## config.mk

```make
export PLATFORM = sky130hd
export DESIGN_NAME = seq_alu
export DESIGN_NICKNAME = d
export VERILOG_FILES = /design/src/rtl/seq_alu.sv
export SDC_FILE = /design/constraint.sdc
export NUM_CORES = 1
export LEC_CHECK = 0
export BUFFER_PORTS_ARGS = -buffer_cell sky130_fd_sc_hd__buf_2
export CORE_MARGIN = 1
export CORE_UTILIZATION = 49
export DETAILED_ROUTE_END_ITERATION = 6
export GPL_TIMING_DRIVEN = 0
export PLACE_DENSITY = 0.69
export SYNTH_ARGS = -nofsm -noshare
export SYNTH_HDL_FRONTEND = slang
export SYNTH_SLANG_ARGS = --single-unit
```

## constraint.sdc

```tcl
create_clock -name clk -period 7.3 [get_ports clk]
set_input_delay 1.46 -clock clk [delete_from_list [all_inputs] [get_ports clk]]
set_output_delay 1.46 -clock clk [all_outputs]
set_load 0.005 [all_outputs]
```

## src/rtl/seq_alu.sv

```systemverilog
// Sequential ALU: single-cycle logic/arith ops plus a WIDTH-cycle unsigned shift-add multiplier,
// with a valid/ready handshake on both sides and results held until the consumer takes them.
module seq_alu #(
  parameter int WIDTH = 32
) (
  input  logic             clk,
  input  logic             rst,
  input  logic             in_valid,
  output logic             in_ready,
  input  logic [3:0]       ctrl,
  input  logic [WIDTH-1:0] a,
  input  logic [WIDTH-1:0] b,
  output logic             out_valid,
  input  logic             out_ready,
  output logic [WIDTH-1:0] result,
  output logic [WIDTH-1:0] result_hi,
  output logic             zero,
  output logic             overflow,
  output logic             cout
);

  localparam logic [1:0] IDLE = 2'd0;
  localparam logic [1:0] BUSY = 2'd1;
  localparam logic [1:0] HOLD = 2'd2;

  localparam logic [3:0] OP_AND = 4'b0000;
  localparam logic [3:0] OP_OR  = 4'b0001;
  localparam logic [3:0] OP_ADD = 4'b0010;
  localparam logic [3:0] OP_SUB = 4'b0110;
  localparam logic [3:0] OP_SLT = 4'b0111;
  localparam logic [3:0] OP_NOR = 4'b1100;
  localparam logic [3:0] OP_MUL = 4'b1000;

  localparam int CW = $clog2(WIDTH + 1);

  logic [1:0]         state;
  logic [CW-1:0]      count;
  logic [WIDTH-1:0]   mcand;
  logic [2*WIDTH-1:0] prod;

  logic               is_sub;
  logic [WIDTH-1:0]   b_x;
  logic [WIDTH:0]     sum_full;
  logic [WIDTH-1:0]   sum_low;
  logic               add_cout;
  logic               add_ovf;
  logic               slt;
  logic [WIDTH-1:0]   alu_res;
  logic               alu_ovf;
  logic               alu_cout;
  logic [WIDTH:0]     mul_sum;
  logic [2*WIDTH-1:0] prod_next;

  // Shared adder for ADD/SUB/SLT; the carry into the MSB comes from a separate low-bits sum.
  always_comb begin
    is_sub   = (ctrl == OP_SUB) || (ctrl == OP_SLT);
    b_x      = is_sub ? ~b : b;
    sum_full = {1'b0, a} + {1'b0, b_x} + {{WIDTH{1'b0}}, is_sub};
    sum_low  = {1'b0, a[WIDTH-2:0]} + {1'b0, b_x[WIDTH-2:0]} + {{(WIDTH-1){1'b0}}, is_sub};
    add_cout = sum_full[WIDTH];
    add_ovf  = sum_low[WIDTH-1] ^ add_cout;
    slt      = sum_full[WIDTH-1] ^ add_ovf;
  end

  always_comb begin
    alu_res  = '0;
    alu_ovf  = 1'b0;
    alu_cout = 1'b0;
    case (ctrl)
      OP_AND: alu_res = a & b;
      OP_OR:  alu_res = a | b;
      OP_NOR: alu_res = ~(a | b);
      OP_ADD, OP_SUB: begin
        alu_res  = sum_full[WIDTH-1:0];
        alu_ovf  = add_ovf;
        alu_cout = add_cout;
      end
      OP_SLT: alu_res = {{(WIDTH-1){1'b0}}, slt};
      default: alu_res = '0;
    endcase
  end

  // One multiplier bit per cycle: the low half of prod holds the remaining multiplier bits.
  always_comb begin
    mul_sum   = {1'b0, prod[2*WIDTH-1:WIDTH]} + (prod[0] ? {1'b0, mcand} : {(WIDTH+1){1'b0}});
    prod_next = {mul_sum, prod[WIDTH-1:1]};
  end

  always_ff @(posedge clk) begin
    if (rst) begin
      state     <= IDLE;
      count     <= '0;
      mcand     <= '0;
      prod      <= '0;
      result    <= '0;
      result_hi <= '0;
      zero      <= 1'b1;
      overflow  <= 1'b0;
      cout      <= 1'b0;
    end else begin
      case (state)
        IDLE: begin
          if (in_valid) begin
            if (ctrl == OP_MUL) begin
              state <= BUSY;
              count <= '0;
              mcand <= a;
              prod  <= {{WIDTH{1'b0}}, b};
            end else begin
              state     <= HOLD;
              result    <= alu_res;
              result_hi <= '0;
              zero      <= (alu_res == '0);
              overflow  <= alu_ovf;
              cout      <= alu_cout;
            end
          end
        end
        BUSY: begin
          prod  <= prod_next;
          count <= count + CW'(1);
          if (count == CW'(WIDTH - 1)) begin
            state     <= HOLD;
            result    <= prod_next[WIDTH-1:0];
            result_hi <= prod_next[2*WIDTH-1:WIDTH];
            zero      <= (prod_next[WIDTH-1:0] == '0);
            overflow  <= 1'b0;
            cout      <= 1'b0;
          end
        end
        HOLD: begin
          if (out_ready) state <= IDLE;
        end
        default: state <= IDLE;
      endcase
    end
  end

  assign in_ready  = (state == IDLE);
  assign out_valid = (state == HOLD);

endmodule

```

==> out/qor.yml, run 1 <==
outcome:
  status: "finished, violations left"
  failed_checks: "design-rule violations"
synth:
  netlist_instances: 1445
  syn_nets: 1585
  ys_seq_area_frac: 0.303
  synth.most_common_cell: "dfxtp_1"
  yosysTopAreaCell: "dfxtp_1"
  synth_common_cells: "dfxtp_1 (171), a21oi_1 (168), nand2_1 (157)"
  yosys_register_bits: 171
  synth_top_area_frac: 0.303
  async_reset_ff_frac: 0
  avgSynthCellArea_um2: 7.81
  synthFlopType: "dfxtp_1"
  synth_area_leaders: "dfxtp_1 (30%), a21oi_1 (7.5%), ha_1 (7.3%)"
  synthDistinctLibCells: 77
  syn_area_um2: 11300
  yosysWarnings: 0
  synth_edf_count: 0
worst_setup_path:
  r2r-start: "prod[0]"
  path_class: "in -> reg"
  crit_buf_inv: 3
  path_cells: "buf_2 -> buf_4 -> nand3b_1 -> buf_1 -> xnor2_1 -> fa_1 -> a21o_1 -> a211oi_1 -> o31ai_1 -> nor4_2 -> nand4_1 -> a2111oi_0 -> nand4_1 -> nor4_2 -> nand4_1 -> or4_1 -> o31ai_2"
  reg2regPathDepth: 15
  startpoint_type: "input port"
  endpoint_kind: "flip-flop"
  r2r-end: "result_hi[31]"
  cpMostUsedCell: "nand4_1"
  crit_fanout: 10
  path_depth: 17
  worstPathArrival_ns: 6.58
  critPathTopFamily: "simple AND/OR/NAND/NOR gates"
  critPathMaxStageDelay_ns: 0.67
  slowest_stage: "buf_1"
  crit_required_ns: 7.65
  reg2reg_slack_ns: 2.95
pwr:
  power_mw: 2.33
  power.density_nw_per_um2: 181
  ir_worst_vdd_mv: 0.147
  power_leakage_nw: 5.63
layout:
  syn_to_final_growth_pct: 14.1
  nNetsFinal: 1742
  drive_gt1_frac: 0.125
  fillers: 2199
  n_antenna_cell: 0
min_path:
  hp-start: "mcand[0]"
  whs_endpoint: "mcand[0]"
  min_path_type: "reg -> reg"
  whs_path_depth: 2
route:
  drtIter0Drc: 1310
  drc_errors: 12
  ant_nets: 0
  via_per_inst: 6.28
  routedWlPerCell_um: 20.6
  vias: 11900
  totalWireLength_um: 39100
  dr.pass1.iters: 7
floorplan:
  chipHeight_um: 154
  fp.dieW_um: 154
  dieArea_um2: 23600
  io-pin-count: 141
  row_count: 55
  start_util: 0.498
  coreArea_um2: 22600
timing:
  final-setup-viol-count: 0
  slew_violations: 0
  maxSlewHeadroom: 0.263
  hold_violations: 0
  tns_ns: 0
  clock_skew_ns: 0.00868
  tightest_slew_ns: 1.09
  fmax_mhz: 161
  rsz0062_at_grt: "false"
  fin_crit_ns: 6.23
  finalCritPeriodShare: 0.853
global_route:
  grt_pass1_vias: 11000
  gr-total-overflow: 0
  grt_max_degree: 17
  grt_pass1_wl_um: 60600
  antenna_found_initial: 0
  grt_util_all_layers: 0.330
cts:
  clkTransAtPathRegs_ns: 0.07
  cts-resized-gates: 0
  cts_tree: "built"
  clock_latency_ns: 0.44
  cts_buffers: 17
  cts_buffer_depth: 2
  post_cts_buffers: 0
  cts.sinks: 171
  cts-hold-fix-buffers: 0
  cts_root_buf: "clkbuf_16"
  htreeDepth: 4
placed_design:
  gp_congestion: 0.979
  dpl.hpwl_um: 30400
  io_buffers: 138
flow_run:
  maxCapViolCount: 0
## worst max-delay path by stage
stage                      end     from  slack (ns)
after floorplan           zero  ctrl[2]        1.94
after global placement    zero  ctrl[3]        0.84
after detailed placement  zero  ctrl[3]        0.80
after CTS                 zero  ctrl[3]        1.23
after global routing      zero  ctrl[3]        0.92
final                     zero  ctrl[3]        1.07
## cell families after synthesis
group / share of synthesized area
AOI/OAI and AO/OA: 0.289
and+or+nand+nor: 0.213
muxes: 0.00732
adders and majority gates: 0.0822
DFF: 0.303
buffers and inverters: 0.0409
xor gates and xnor gates: 0.0637
## metal layers
metal / track usage / part of all wire
met3: 0.0530 / 0.091
met4: 0.132 / 0.038
met5: 0 / 0
met2: 0.541 / 0.46
met1: 0.434 / 0.41
## worst reg2reg max path, delay by kind of cell (launching register included)
kind	cells	cell delay, ns
buf+inv	1	0.26
compound gates	10	2.69
simple gates	2	0.25
fa+ha+maj	2	0.60
flops	1	0.40
## power breakdown
part / internal [mW] / switching [mW]
clock network: 0.444 / 0.419
registers: 0.951 / 0.0136
logic: 0.180 / 0.323
total: 1.57 / 0.756
## sequential cells by signal, summed over array words and instances, names as in the netlist, 2 cells and up
signal,flops
state,2
result,32
count,6
prod,64
mcand,32
result_hi,32
## layout make-up
type	count	area (um2)	area share
Multi-Input combinational cell	1160	7390	0.575
Sequential cell	171	3420	0.266
Timing Repair Buffer	138	691	0.0537
Clock buffer	18	429	0.0334
Buffer	97	398	0.0309
Tap cell	285	357	0.0277
Clock inverter	13	111	0.00865
Inverter	17	63.8	0.00496
## per-stage QoR
stage	utilization	std cells	worst slack [ns]	hold WS, ns	instance area, um2
after floorplan	-	1445	1.94	0.432	11300
after global placement	0.544	1868	0.840	0.437	12300
after detailed placement	0.544	1868	0.801	0.444	12300
after CTS	0.568	1899	1.23	0.454	12900
after global routing	0.568	1899	0.917	0.470	12900
final	0.568	1899	1.07	0.452	12900
## cells in the final DEF (no fill, tap or decap), types with 9 or more instances in the layout
cell type and count:
dfxtp_1 171, a21oi_1 168, nand2_1 157, nor2_1 154, buf_2 144, ha_1 66
clkbuf_1 65, a21o_1 59, o21ai_0 55, xnor2_1 53, nor3_1 50, and2_1 36
nand3_1 34, a222oi_1 32, a22oi_1 30, xor2_1 29, buf_1 23, a211oi_1 19
clkbuf_16 17, inv_1 16, nand4_1 15, a221o_1 14, a31oi_1 13, a221oi_1 13
nand2b_1 11, nor4_1 9, o31ai_1 9, a32o_1 9
No activity file was read; power rests on OpenSTA's default activity.
==> run 2, diff against run 1 <==
Settings changed: CAP_MARGIN set to 20, CORE_ASPECT_RATIO set to 0.5.
==> out/qor.yml, run 2 (same netlist as run 1, synthesis figures left out) <==
worst_setup_path:
  path_class: "in -> reg"
  crit_required_ns: 7.66
  reg2reg_slack_ns: 2.78
  reg2regPathDepth: 15
  cpMostUsedCell: "nand4_1"
  critPathMaxStageDelay_ns: 0.67
  crit_buf_inv: 3
  startpoint_type: "input port"
  r2r-end: "prod[63]"
  r2r-start: "prod[0]"
  worstPathArrival_ns: 6.44
  slowest_stage: "buf_1"
  critPathTopFamily: "compound AO/OA/AOI/OAI gates"
  crit_fanout: 10
  endpoint_kind: "flip-flop"
  path_cells: "buf_2 -> buf_4 -> nand3b_1 -> buf_1 -> xnor2_1 -> fa_1 -> a21o_1 -> a221oi_1 -> o2111a_1 -> nor2_1 -> a211o_1 -> a2111oi_0 -> nand4_1 -> nor4_2 -> nand4_1 -> or4_1 -> o31ai_2"
floorplan:
  chipHeight_um: 109
  start_util: 0.510
  coreArea_um2: 22100
  dieArea_um2: 23700
  io-pin-count: 141
  row_count: 38
  fp.dieW_um: 217
placed_design:
  placed_area_um2: 12300
  io_buffers: 138
  gp_congestion: 1.03
  dpl.hpwl_um: 32700
pwr:
  seqPwrFrac: 0.413
  intPower_mw: 1.57
  p_comb_frac: 0.224
  ir_worst_vdd_mv: 0.135
  p_clk_frac: 0.363
  power.density_nw_per_um2: 181
  netSwitchingFraction: 0.324
  power_leakage_nw: 5.63
  p_switching_mw: 0.756
timing:
  maxSlewHeadroom: 0.240
  hold_violations: 0
  fmax_mhz: 165
  final-setup-viol-count: 0
  rsz0062_at_grt: "false"
  tightest_slew_ns: 1.12
  finalCritPeriodShare: 0.832
  clock_skew_ns: 0.0114
  fin_crit_ns: 6.08
  slew_violations: 0
  tns_ns: 0
route:
  dr.pass1.iters: 7
  wl_met2_um: 17100
  totalWireLength_um: 41700
  vias: 12100
  routedLengthMet1_um: 18400
  met3_length_um: 5360
  drtIter0Drc: 1535
  drc_errors: 20
  via_per_inst: 6.29
  ant_nets: 0
  routed.top_layer: "met4"
  routedWlPerCell_um: 21.8
min_path:
  min_path_type: "reg -> reg"
  whs_path_depth: 2
  hp-start: "mcand[23]"
  whs_endpoint: "mcand[23]"
layout:
  multi_input_area_um2: 7390
  stdcell_area_um2: 12900
  largest_reg_flops: 64
  top_register: "prod"
  syn_to_final_growth_pct: 14.2
  nNetsFinal: 1743
  register_area_um2: 3420
  drive_gt1_frac: 0.126
  final_cell_mix: "dfxtp_1 (171), a21oi_1 (168), nand2_1 (157), nor2_1 (154), buf_2 (144)"
  fillers: 2159
  final_common_cell: "dfxtp_1"
global_route:
  grt_pass1_wl_um: 62400
  grt_pass1_vias: 10900
  grt_util_all_layers: 0.351
  grt_max_degree: 17
  gr-total-overflow: 0
  antenna_found_initial: 0
outcome:
  failed_checks: "design-rule violations"
  status: "finished, violations left"
cts:
  clkTransAtPathRegs_ns: 0.07
  cts_tree: "built"
  cts_buffers: 17
  cts.sinks: 171
  clock_latency_ns: 0.44
  cts_buffer_depth: 2
  cts-resized-gates: 0
  cts_root_buf: "clkbuf_16"
  cts-hold-fix-buffers: 0
  htreeDepth: 4
  post_cts_buffers: 0
flow_run:
  maxCapViolCount: 0
[run 2: area by class of cell]
type / count / area share
Multi-Input combinational cell: 1160 / 0.574
Sequential cell: 171 / 0.266
Timing Repair Buffer: 139 / 0.0540
Clock buffer: 18 / 0.0341
Buffer: 97 / 0.0309
Tap cell: 300 / 0.0291
Clock inverter: 13 / 0.00728
Inverter: 17 / 0.00495
Antenna cell: 1 / 0.000194
[run 2: worst max-delay path by stage]
stage | end | depth (start not counted) | from
after global routing | zero | 17 | ctrl[3]
final | zero | 17 | ctrl[3]
after floorplan | zero | 16 | ctrl[2]
after CTS | zero | 17 | ctrl[3]
after detailed placement | zero | 17 | ctrl[3]
after global placement | zero | 17 | ctrl[3]
[run 2: through the flow]
step           power [mW]  setup slack [ns]  utilization  cells  hold slack (ns)
2_1_floorplan        1.30              1.94            -   1445            0.432
3_5_place_dp         1.49             0.893        0.558   1883            0.442
3_3_place_gp         1.48             0.949        0.558   1883            0.438
6_report             2.33              1.22        0.583   1916            0.450
5_1_grt              2.41             0.873        0.583   1915            0.470
4_1_cts              2.31              1.33        0.583   1914            0.451
[run 2: layer usage]
layer | GRT usage | vias to the layer above
li1 | - | 5655
met1 | 0.495 | 5691
met2 | 0.515 | 626
met3 | 0.109 | 84
met4 | 0.0900 | 0
met5 | 0 | -
[run 2: worst min-delay path, stage by stage, from the launching register on]
cell and delay [ns]:
dfxtp_1 0.31, nand2_1 0.05, a21oi_1 0.05
[run 2: power groups by stage]
stage | combinational, mW | sequential (mW) | clock (mW)
CTS | 0.505 | 0.963 | 0.843
global placement | 0.495 | 0.983 | 0
global route | 0.564 | 0.964 | 0.885
finish | 0.522 | 0.963 | 0.845
floorplan | 0.318 | 0.982 | 0
detailed placement | 0.502 | 0.984 | 0
==> run 3, diff against run 2 <==
Settings changed: PLACE_DENSITY 0.69 to 0.72.
Clock period 7.3 ns to 5.2 ns, I/O delays scaled along.
==> out/qor.yml, run 3 (same netlist as run 1, synthesis figures left out) <==
outcome:
  status: "finished, violations left"
  failed_checks: "design-rule violations"
worst_setup_path:
  critPathMaxStageDelay_ns: 0.58
  critPathTopFamily: "simple AND/OR/NAND/NOR gates"
  worstPathArrival_ns: 5.41
  path_cells: "buf_2 -> buf_4 -> nand3b_1 -> buf_4 -> xnor2_1 -> fa_1 -> a21o_1 -> a22o_1 -> mux2_2 -> a211oi_4 -> nand4_1 -> a2111oi_2 -> nand4_1 -> nor4_2 -> nand4_1 -> or4_1 -> o31ai_2"
  crit_fanout: 10
  crit_buf_inv: 3
  reg2regPathDepth: 15
  slowest_stage: "or4_1"
  crit_required_ns: 5.55
  cpMostUsedCell: "nand4_1"
  reg2reg_slack_ns: 0.73
  r2r-start: "prod[0]"
  startpoint_type: "input port"
  endpoint_kind: "flip-flop"
  path_class: "in -> reg"
  r2r-end: "prod[63]"
layout:
  fillers: 2080
  n_antenna_cell: 0
  final_cell_mix: "dfxtp_1 (171), a21oi_1 (168), nand2_1 (157), nor2_1 (154), buf_2 (145)"
  drive_gt1_frac: 0.131
  final_common_cell: "dfxtp_1"
  nNetsFinal: 1744
  multi_input_area_um2: 7440
  syn_to_final_growth_pct: 14.8
  top_register: "prod"
  largest_reg_flops: 64
  register_area_um2: 3420
global_route:
  grt_pass1_vias: 11200
  gr-total-overflow: 0
  grt.busiest_layer: "met1"
  grt_max_degree: 17
  antenna_found_initial: 0
  grt_util_all_layers: 0.356
  grt_pass1_wl_um: 63600
  grtUsageMet2: 0.516
  use_met1: 0.516
  use_met3: 0.0840
route:
  dr.pass1.iters: 7
  ant_nets: 0
  routedWlPerCell_um: 22.1
  via_per_inst: 6.37
  drc_errors: 4
  drtIter0Drc: 1658
  vias: 12200
  totalWireLength_um: 42300
min_path:
  whs_endpoint: "mcand[5]"
  min_path_type: "reg -> reg"
  hp-start: "mcand[5]"
  whs_path_depth: 2
pwr:
  power.density_nw_per_um2: 257
  power_leakage_nw: 5.65
  ir_worst_vdd_mv: 0.151
  power_mw: 3.32
timing:
  fin_ws_ns: 0.138
  hold_violations: 0
  fin_crit_ns: 5.06
  clock_skew_ns: 0.00988
  slew_violations: 0
  final-setup-viol-count: 0
  maxSlewHeadroom: 0.312
  fmax_mhz: 198
  finalCritPeriodShare: 0.973
  hold_ws_ns: 0.451
  tightest_slew_ns: 1.03
cts:
  cts_buffers: 17
  clkTransAtPathRegs_ns: 0.06
  cts.sinks: 171
  cts_buffer_depth: 2
  cts-hold-fix-buffers: 0
  cts_tree: "built"
  cts_root_buf: "clkbuf_16"
  htreeDepth: 4
  clock_latency_ns: 0.44
placed_design:
  io_buffers: 138
  gp_congestion: 0.963
  dpl.hpwl_um: 32900
  dp_slack_ns: -1.03
floorplan:
  fp.dieW_um: 217
  coreArea_um2: 22100
  io-pin-count: 141
  chipHeight_um: 109
  dieArea_um2: 23700
  start_util: 0.510
  row_count: 38
flow_run:
  maxCapViolCount: 0
run 3: worst max path at each step:
stage / end / depth (start not counted) / slack [ns] / startpoint
floorplan: zero / 16 / 0.26 / ctrl[2]
global placement: zero / 17 / -1.04 / ctrl[3]
detailed placement: zero / 17 / -1.03 / ctrl[3]
CTS: zero / 17 / 0.16 / ctrl[3]
global route: zero / 17 / -0.02 / ctrl[3]
finish: zero / 17 / 0.14 / ctrl[3]
run 3: power by group:
group | switching (mW) | internal, mW | total, mW
registers | 0.0174 | 1.34 | 1.35
logic | 0.496 | 0.259 | 0.755
clock network | 0.550 | 0.667 | 1.22
run 3: metal layers:
metal	wire [um]	part of all wire
met3	5070	0.12
met4	847	0.020
met2	17300	0.41
met5	0	0
met1	19100	0.45
run 3: cell type report:
class / count / share of cell area
buffer: 97 / 0.0312
clock buffer: 20 / 0.0345
clock inverter: 10 / 0.00744
inverter: 17 / 0.00493
multi-input combinational: 1160 / 0.574
sequential: 171 / 0.264
tap: 300 / 0.0290
timing repair buffer: 140 / 0.0543
run 3: timing repair:
| action | CTS | global route |
|---|---|---|
| buffers inserted | 1 | 0 |
| endpoints found under the hold margin | 0 | 0 |
| gates resized for setup | 5 | 10 |
| endpoints found under the setup margin | 2 | 1 |
run 3: tightest hold or removal path: cells and delay by family (launching register included):
| kind | cells | cell delay [ns] |
|---|---|---|
| compound gates | 1 | 0.05 |
| flops | 1 | 0.30 |
| simple gates | 1 | 0.05 |
run 3: metrics by stage:
step | instances | area, um2 | TNS, ns | utilization
CTS | 1914 | 12900 | 0 | 0.584
floorplan | 1445 | 11300 | 0 | -
detailed placement | 1883 | 12300 | -3.17 | 0.558
global route | 1915 | 13000 | -0.0248 | 0.586
global placement | 1883 | 12300 | -2.86 | 0.558
finish | 1915 | 13000 | 0 | 0.586
